[src/rtl/serial_frame_rx.sv]
// Purpose: oversample a serial shift link (sclk/sdat/sen/sclrn) and rebuild MSB-first frames.
// Latency: dout/frame_valid/frame_err update 3 clk cycles after the sen pin rises.
// Backpressure: none; the link cannot be stalled, and malformed frames are flagged and dropped.
module serial_frame_rx #(
    parameter int WIDTH   = 64,
    parameter int CNT_W   = 7,
    parameter int TIMEOUT = 100000
) (
    input  logic             clk,
    input  logic             RSTN,
    input  logic             sclk,
    input  logic             sdat,
    input  logic             sen,
    input  logic             sclrn,
    output logic [WIDTH-1:0] dout,
    output logic             frame_valid,
    output logic             frame_err,
    output logic [15:0]      frame_cnt,
    output logic [CNT_W-1:0] bit_cnt
);

    localparam int TMO_W = $clog2(TIMEOUT + 1);
    localparam logic [CNT_W-1:0] CNT_FULL = CNT_W'(WIDTH);
    localparam logic [CNT_W-1:0] CNT_MAX  = CNT_W'(WIDTH + 1);
    localparam logic [TMO_W-1:0] TMO_LAST = TMO_W'(TIMEOUT - 1);

    typedef enum logic [1:0] {IDLE, SHIFT, OVER} state_t;

    state_t             state_q, state_d;
    logic [2:0]         sclk_sync, sen_sync;   // [1:0] synchronizer, [2] edge-detect
    logic [1:0]         sdat_sync, sclrn_sync;
    logic [WIDTH-1:0]   shreg, shreg_a, shreg_d;
    logic [CNT_W-1:0]   cnt_a, cnt_d;
    logic [TMO_W-1:0]   tmo_q, tmo_d;
    logic               sclk_rise, sen_rise, sdat_s, sclrn_s;
    logic               shift, latch, latch_ok, tmo_hit, valid_d, err_d;

    assign sclk_rise = sclk_sync[1] & ~sclk_sync[2];
    assign sen_rise  = sen_sync[1] & ~sen_sync[2];
    assign sdat_s    = sdat_sync[1];
    assign sclrn_s   = sclrn_sync[1];

    // Bring the asynchronous link wires into the clk domain.
    always_ff @(posedge clk or negedge RSTN) begin
        if (!RSTN) begin
            sclk_sync  <= '0;
            sen_sync   <= '0;
            sdat_sync  <= '0;
            sclrn_sync <= 2'b11;
        end else begin
            sclk_sync  <= {sclk_sync[1:0], sclk};
            sen_sync   <= {sen_sync[1:0], sen};
            sdat_sync  <= {sdat_sync[0], sdat};
            sclrn_sync <= {sclrn_sync[0], sclrn};
        end
    end

    // FSM state register.
    always_ff @(posedge clk or negedge RSTN) begin
        if (!RSTN) state_q <= IDLE;
        else       state_q <= state_d;
    end

    // Next state: shift is applied first so a same-cycle latch sees the updated frame.
    always_comb begin
        shift    = sclk_rise & sclrn_s;
        latch    = sen_rise & sclrn_s;
        shreg_a  = shreg;
        cnt_a    = bit_cnt;
        if (shift) begin
            shreg_a = {shreg[WIDTH-2:0], sdat_s};
            if (bit_cnt != CNT_MAX) cnt_a = bit_cnt + 1'b1;
        end
        latch_ok = latch && (cnt_a == CNT_FULL);
        tmo_hit  = (state_q != IDLE) && !shift && (tmo_q == TMO_LAST);

        state_d  = state_q;
        shreg_d  = shreg_a;
        cnt_d    = cnt_a;
        valid_d  = 1'b0;
        err_d    = 1'b0;
        if (!sclrn_s) begin
            state_d = IDLE;
            shreg_d = '0;
            cnt_d   = '0;
        end else if (latch) begin
            state_d = IDLE;
            shreg_d = '0;
            cnt_d   = '0;
            valid_d = latch_ok;
            err_d   = !latch_ok;
        end else if (tmo_hit) begin
            state_d = IDLE;
            shreg_d = '0;
            cnt_d   = '0;
            err_d   = 1'b1;
        end else if (shift) begin
            state_d = (cnt_a > CNT_FULL) ? OVER : SHIFT;
        end
        // Idle timer only runs inside a partial frame; any shift restarts it.
        tmo_d = (state_d == IDLE || shift) ? '0 : tmo_q + 1'b1;
    end

    // Datapath and output registers.
    always_ff @(posedge clk or negedge RSTN) begin
        if (!RSTN) begin
            shreg       <= '0;
            bit_cnt     <= '0;
            tmo_q       <= '0;
            dout        <= '0;
            frame_valid <= 1'b0;
            frame_err   <= 1'b0;
            frame_cnt   <= '0;
        end else begin
            shreg       <= shreg_d;
            bit_cnt     <= cnt_d;
            tmo_q       <= tmo_d;
            frame_valid <= valid_d;
            frame_err   <= err_d;
            if (valid_d) begin
                dout      <= shreg_a;
                frame_cnt <= frame_cnt + 16'd1;
            end
        end
    end

endmodule
[config.mk]
export PLATFORM = sky130hd
export DESIGN_NAME = serial_frame_rx
export DESIGN_NICKNAME = d
export VERILOG_FILES = /design/src/rtl/serial_frame_rx.sv
export SDC_FILE = /design/constraint.sdc
export NUM_CORES = 1
export LEC_CHECK = 0
export BUFFER_PORTS_ARGS = -buffer_cell sky130_fd_sc_hd__buf_2
export CAP_MARGIN = 10
export CORE_ASPECT_RATIO = 1.75
export CORE_MARGIN = 5
export CORE_UTILIZATION = 30
export DETAILED_ROUTE_END_ITERATION = 8
export GPL_TIMING_DRIVEN = 0
export PLACE_DENSITY = 0.52
export SYNTH_ARGS = -nofsm -noshare
export SYNTH_HDL_FRONTEND = slang
export SYNTH_SLANG_ARGS = --single-unit
[constraint.sdc]
create_clock -name clk -period 5.2 [get_ports clk]
set_input_delay 1.04 -clock clk [delete_from_list [all_inputs] [get_ports clk]]
set_output_delay 1.04 -clock clk [all_outputs]
set_load 0.05 [all_outputs]
# After elaboration in Yosys (flattened, before gate mapping)
# Cells that the tools add are included.
[word_totals]
romBits = 0
out_inout_bits = 89
latch_bits = 0
register_bits = 182
n_memories = 0
ramBits = 0
wordCells = 53
[op_classes]
shift = 0
reduce_logical = 8
add_sub_neg = 3
bitwise_logic = 6
mul = 0
order_cmp = 1
div_mod_pow = 0
eq_ne = 3
n_mux = 20
[ops]
columns = ["cell", "n"]
rows = [
  ["2-to-1 mux 64 bit", 4],
  ["2-to-1 mux 7 bit", 5],
  ["adder 17 x 1 -> 17 bit (second input constant)", 1],
  ["equality test 17 bit (second input constant)", 1],
  ["2-to-1 mux 17 bit", 1],
  ["adder 16 x 1 -> 16 bit (second input constant)", 1],
  ["2-to-1 mux 2 bit", 5],
  ["adder 7 x 1 -> 7 bit (second input constant)", 1],
  ["equality test 7 bit (second input constant)", 1],
  ["> comparator 7 bit (second input constant)", 1],
  ["!= test 7 bit (second input constant)", 1],
  ["2-to-1 mux 1 bit", 5],
  ["bitwise AND 1 bit", 4],
  ["logical AND 1 bit", 3],
  ["zero test 1 bit", 2],
  ["zero test 2 bit", 1],
  ["inverter 1 bit", 2],
  ["nonzero test 2 bit", 1],
  ["logical OR 1 bit", 1],
]

# Depth between registers and ports, before layout
# Gate-level depths: netlist of run 1.
[logic_depth]
depth_word = 13
ltp_mapped = 9

# Least setup slack after synthesis of run 1
# No wires, ideal clock.
[synth_path]
path_kind = "flip-flop to flip-flop"
startpoint = "register bit_cnt[2]"
endpoint = "register frame_cnt[1]"
slack_ns = 2.301
arrival_ns = 2.771
period_less_slack_ns = 2.899
required_ns = 5.072
stages_incl_launch_ff = 8
cell_sequence = "dfrtp_1 > buf_2 > or3_1 > or4_1 > a32o_1 > a2111oi_4 > buf_6 > mux2_1"
[synth_via]
elab_chain_len = 7
[synth_lines]
columns = ["item", "line", "rtl"]
rows = [
  ["start: declaration", "19", "output logic [CNT_W-1:0] bit_cnt"],
  ["start signal: assignment", "116", "bit_cnt <= cnt_d;"],
  ["adder 7 x 1 -> 7 bit or != test 7 bit (tied branches)", "72", "if (bit_cnt != CNT_MAX) cnt_a = bit_cnt + 1'b1;"],
  ["2-to-1 mux 7 bit", "72", ""],
  ["2-to-1 mux 7 bit *", "70", "if (shift) begin"],
  ["equality test 7 bit *", "74", "latch_ok = latch && (cnt_a == CNT_FULL);"],
  ["logical AND 1 bit *", "74", ""],
  ["2-to-1 mux 1 bit *", "86", "end else if (latch) begin"],
  ["2-to-1 mux 1 bit *", "82", "if (!sclrn_s) begin"],
  ["end signal: assignment", "122", "frame_cnt <= frame_cnt + 16'd1;"],
  ["end: declaration", "18", "output logic [15:0] frame_cnt,"],
]
# Every way passes the cells marked *; elsewhere a longest branch is shown, timed or not.
# A chain may end at the register's enable or synchronous reset.

# Final worst setup path of run 1
[layout_path]
startpoint = "register sclrn_sync[1]"
endpoint = "register dout[57]"
[layout_via]
elab_chain_len = 6
[layout_lines]
columns = ["item", "line", "rtl"]
rows = [
  ["start: declaration", "31", "logic [1:0] sdat_sync, sclrn_sync;"],
  ["start signal: assignment", "54", "sclrn_sync <= {sclrn_sync[0], sclrn};"],
  ["bitwise AND 1 bit", "66", "shift = sclk_rise & sclrn_s;"],
  ["2-to-1 mux 7 bit", "70", ""],
  ["equality test 7 bit", "74", ""],
  ["logical AND 1 bit", "74", ""],
  ["2-to-1 mux 1 bit", "86", ""],
  ["2-to-1 mux 1 bit", "82", ""],
  ["end signal: assignment", "121", "dout <= shreg_a;"],
  ["end: declaration", "15", "output logic [WIDTH-1:0] dout,"],
]
# Parallel ways exist; a longest one is shown, timed or not.

==> reports/results.tsv, run 1 <==
metric	value	unit
status	finished, final reports clean	
commonest non-fill, non-tap cell in the layout	dfrtp_1	
DR vias	5018	
design area	0.00929	mm²
Yosys top cell by area	dfrtp_1	
TritonCTS clock tree	done	
Seq cells post-synth	182	
Area contributors post-synth	dfrtp_1 (58%), mux2i_1 (17%), nor2_1 (5.0%)	
# Post-CTS Setup Buffers	0	
synth warn	0	
initial drt markers	188	
Register Area	0.00456	mm²
vias per cell	4.56	
most frequent cells in the layout	dfrtp_1 (180), mux2i_1 (129), nor2_1 (103), buf_2 (94), inv_1 (68)	
Post-synth ARST share	100	%
final setup fails	0	
Arr. time, crit path	3.68	ns
pre-CTS setup slack	1.82	ns
VDD IR max	235	µV
num ports	95	
first-pass GRT wire length	29200	µm
Final min period	3.32	ns
Critical Path Slowest Stage Cell	a2111oi_4	
max-slew violations	0	
clk_lat worst skew	0.45	ns
min-delay worst type	flip-flop to flip-flop	
met1 Track Usage GR	14.4	%
DIE WIDTH	131	µm
Post-CTS Hold Buffers	0	
std cell rows	77	
Die Span Y	222	µm
WL per Instance	15.6	µm
Max clock buf depth	2	
relative slew slack	39.0	%
Setup WS post-layout	1.88	ns
CTS Buf Count	17	
die area	0.0292	mm²
CTS resizes	0	
area of the multi-input gates	0.00275	mm²
largest net degree at the start of global routing	93	
GRT Overall Usage	12.5	%
Initial DRT Pass Iterations	4	
Layout area overhead	20.3	%
global route overflow	0	
DRC errors left	0	
DP Wirelength	12000	µm
CP Capture Type	flip-flop	
final hold viol count	0	
slew at the pin with the worst max-slew slack	0.909	ns
Routed WL	17200	µm
Primary FF master, synth	dfrtp_1	
Sink Count	182	
Fmax	301	MHz
Top delay family on crit path	compound AO/OA/AOI/OAI gates	
CTS H-Tree Depth	4	
Leakage	4.31	nW
cells after synthesis	658	
max-capacitance violation count	0	
fin util	36.7	%
GPL Wtd Cong	0.759	
CORE AREA	0.0253	mm²
vias in the first global route	5472	
Root Buffer	clkbuf_16	
Clock Skew	0.0105	ns
RSZ-0062 raised after global routing	no	
Seq/Total Area, Yosys	59.0	%
M2 GR Usage	21.6	%
Slowest Stage Delay on Critical Path	0.63	ns
crit path buf inv count	3	
fillcell total	2538	
Antenna Cells	0	
clk slew on worst S/H paths	0.07	ns
syn_nets	668	
met3 Use GR	3.12	%
Synth top area share	58.3	%
Final #Nets	782	
initial antenna violation count	0	
critical path cell sequence	clkbuf_1 > nand3b_1 > or4_1 > a32o_1 > a2111oi_4 > buf_6 > buf_6 > mux2i_1	
Initial Util	30.5	%
pwr dens	321	mW/mm²
# port buffers	94	
WP data required	5.56	ns
busiest grt layer	met2	
dpl cell area	0.00863	mm²
fraction of layout cells with a size suffix above 1	17.8	%
mean post-synth cell area	11.7	µm²
Antenna Nets Post-Route	0	
number of synthesized flops with an enable pin	0	
Worst Path Max Fanout	10	
cell mode on critical path	buf_6	
Tcrit/Tclk final	63.9	%
Worst Setup Path Type	flip-flop to flip-flop	
Setup crit start kind	flip-flop	
synthesized area	0.00772	mm²
synth unique cells	42	
==> stage by stage <==
stage | instances | hold WS [ns] | TNS [ns] | total power, mW
after CTS | 1101 | 0.359 | 0 | 3.03
after detailed placement | 1069 | 0.347 | 0 | 1.55
after global placement | 1068 | 0.336 | -1.47 | 1.55
after floorplan | 658 | 0.331 | 0 | 1.50
final | 1101 | 0.355 | 0 | 2.98
after global routing | 1101 | 0.360 | 0 | 3.10
==> worst paths after layout <==
| path | to | from | slack (ns) | depth (start not counted) |
|---|---|---|---|---|
| min in group asynchronous | dout[48] | RSTN | 0.60 | 1 |
| min reg2reg | sen_sync[1] | sen_sync[0] | 0.35 | 0 |
| min | sen_sync[1] | sen_sync[0] | 0.35 | 0 |
| max | dout[57] | sclrn_sync[1] | 1.88 | 8 |
| max reg2reg | dout[57] | sclrn_sync[1] | 1.88 | 8 |
| max in group asynchronous | shreg[26] | RSTN | 3.70 | 2 |
==> state kept, by name, summed over array words and instances, names as in the netlist <==
signal	cells
sen_sync	3
sclrn_sync	2
sdat_sync	2
frame_cnt	16
state_q	2
dout	64
sclk_sync	3
shreg	64
frame_valid	1
bit_cnt	7
tmo_q	17
frame_err	1
==> metal layers <==
layer  routed length [µm]  vias up  part of all wire [%]
met5                    0        -                     0
met4                  398        0                   2.3
met3                  568       25                   3.3
met2                 9120       72                    53
met1                 7110     2497                    41
li1                     -     2424                     -
==> cells in the mapped netlist (2+ instances only) <==
master     count
clkbuf_1      19
nor3_1         3
nor3b_1        2
nand2_1       13
or4_1          2
xor2_1        27
ha_1           4
xnor2_1        9
and4_1         3
nand3_1       16
buf_4          3
buf_1          6
and2_1         3
nand4_1       12
nor2_1       103
and3b_1        3
dfstp_2        2
a2111oi_0     16
or3_1          3
mux2i_1      129
a21oi_1        2
inv_1         68
nand3b_1       3
and3_1         7
dfrtp_1      180
buf_6          4
==> report_power, final <==
part / internal (mW) / switching [mW] / leakage (nW)
sequential: 1.42 / 0.00479 / 2.52
clock: 0.874 / 0.582 / 0.324
combinational: 0.0228 / 0.0720 / 1.47
total: 2.32 / 0.659 / 4.31
==> kinds of logic (layout without fill, tap and decap cells) <==
group,after synthesis,count (layout),synth area share [%]
adders and majority gates,4,4,0.648
muxes,130,130,16.9
buffers and inverters,101,228,5.46
xor gates and xnor gates,37,37,4.29
AOI/OAI and AO/OA,25,25,2.88
DFF,182,182,59.0
and+or+nand+nor,179,179,10.9
==> layout make-up <==
class                      count  share of cell area (%)
inverter                      68                    2.75
sequential                   182                    49.1
tap                          316                    4.26
clock inverter                13                    2.36
multi-input combinational    375                    29.6
buffer                        33                    1.79
clock buffer                  19                    4.77
timing repair buffer          95                    5.47
Power figures use the tool's default switching activity.
==> inputs of run 2 (changes only) <==
==> constraint.sdc (replaced) <==
create_clock -name clk -period 3.3 [get_ports clk]
set_input_delay 0.66 -clock clk [delete_from_list [all_inputs] [get_ports clk]]
set_output_delay 0.66 -clock clk [all_outputs]
set_load 0.05 [all_outputs]
==> reports/results.tsv, run 2 (same netlist as run 1, synthesis figures left out) <==
metric	value	unit
pwr dens	504	mW/mm²
DR vias	5034	
largest net degree at the start of global routing	93	
max-capacitance violation count	0	
Clock Skew	0.0109	ns
RSZ-0062 raised after global routing	no	
CTS resizes	0	
Sink Count	182	
Routed WL	17200	µm
Fmax	333	MHz
Antenna Cells	0	
Setup crit start kind	flip-flop	
initial antenna violation count	0	
CP Capture Type	flip-flop	
min-delay worst type	input port to asynchronous set/reset pin	
CTS Buf Count	17	
pre-CTS setup slack	-0.0781	ns
Arr. time, crit path	3.36	ns
Post-CTS Hold Buffers	0	
VDD IR max	372	µV
commonest non-fill, non-tap cell in the layout	dfrtp_1	
Final min period	3.00	ns
fillcell total	2538	
first-pass GRT wire length	29200	µm
initial drt markers	211	
final setup fails	0	
final std cells w/o fill	1103	
hold_ws	0.220	ns
GPL Wtd Cong	0.759	
final hold viol count	0	
crit path buf inv count	5	
relative slew slack	38.9	%
CORE AREA	0.0253	mm²
DIE WIDTH	131	µm
Top delay family on crit path	buffers and inverters	
Tcrit/Tclk final	91.0	%
# port buffers	94	
WL per Instance	15.6	µm
dpl cell area	0.00863	mm²
fraction of layout cells with a size suffix above 1	18.0	%
Slowest Stage Delay on Critical Path	0.51	ns
DP Wirelength	12000	µm
Max clock buf depth	2	
TritonCTS clock tree	done	
max-slew violations	0	
Initial Util	30.5	%
Worst Path Max Fanout	10	
clk slew on worst S/H paths	0.07	ns
CTS H-Tree Depth	4	
DRC errors left	0	
most frequent cells in the layout	dfrtp_1 (180), mux2i_1 (129), nor2_1 (103), buf_2 (94), inv_1 (68)	
vias in the first global route	5482	
design area	0.00932	mm²
global route overflow	0	
placed insts	1069	
Initial DRT Pass Iterations	4	
WP data required	3.66	ns
num ports	95	
Final #Nets	784	
largest registers	dout: 64 flops, shreg: 64 flops, tmo_q: 17 flops	
critical path cell sequence	clkbuf_1 > nand3b_1 > clkbuf_1 > mux2i_1 > a32o_1 > a2111oi_4 > buf_4 > buf_6 > buf_6 > mux2i_1	
Root Buffer	clkbuf_16	
Die Span Y	222	µm
Critical Path Slowest Stage Cell	dfstp_2	
GRT Overall Usage	12.5	%
die area	0.0292	mm²
Worst Setup Path Type	flip-flop to flip-flop	
status	finished, final reports clean	
vias per cell	4.56	
std cell rows	77	
slew at the pin with the worst max-slew slack	0.909	ns
# Post-CTS Setup Buffers	2	
Leakage	4.32	nW
Antenna Nets Post-Route	0	
clk_lat worst skew	0.45	ns
Layout area overhead	20.6	%
Setup WS post-layout	0.297	ns
[run 2: power breakdown]
part / internal, mW / leakage (nW) / switching (mW) / total (mW)
Clock: 1.38 / 0.324 / 0.917 / 2.29
Combinational: 0.0359 / 1.48 / 0.114 / 0.150
Sequential: 2.24 / 2.52 / 0.00757 / 2.25
[run 2: per-stage QoR]
step	setup TNS, ns	utilization [%]	power [mW]
floorplan	0	-	2.36
global placement	-279.64	33.9	2.44
detailed placement	-1.77	34.1	2.45
CTS	0	36.8	4.78
global route	0	36.8	4.89
finish	0	36.8	4.69
[run 2: path summary, 6_finish.rpt]
path	from	to	slack, ns	depth (start not counted)
worst max-delay path	sclrn_sync[1]	dout[57]	0.30	10
worst min-delay path	RSTN	dout[48]	0.22	1
worst max register to register	sclrn_sync[1]	dout[57]	0.30	10
worst min register to register	sen_sync[0]	sen_sync[1]	0.36	0
max in group asynchronous	RSTN	shreg[28]	2.17	2
min in group clk	sclrn	sclrn_sync[0]	0.31	1
[run 2: layout make-up]
class                           count  area [µm²]  share of cell area [%]
Buffer                             33         166                    1.79
Clock buffer                       19         443                    4.75
Clock inverter                     13         219                    2.35
Inverter                           68         255                    2.74
Multi-Input combinational cell    375        2750                    29.5
Sequential cell                   182        4560                    48.9
Tap cell                          316         395                    4.24
Timing Repair Buffer               97         536                    5.75
[run 2: metal layers]
| metal | wire length [µm] | track usage, % | vias to the layer above |
|---|---|---|---|
| li1 | - | - | 2428 |
| met4 | 404 | 5.75 | 0 |
| met1 | 7100 | 14.4 | 2502 |
| met3 | 597 | 3.12 | 24 |
| met2 | 9140 | 21.7 | 80 |
| met5 | 0 | 0 | - |
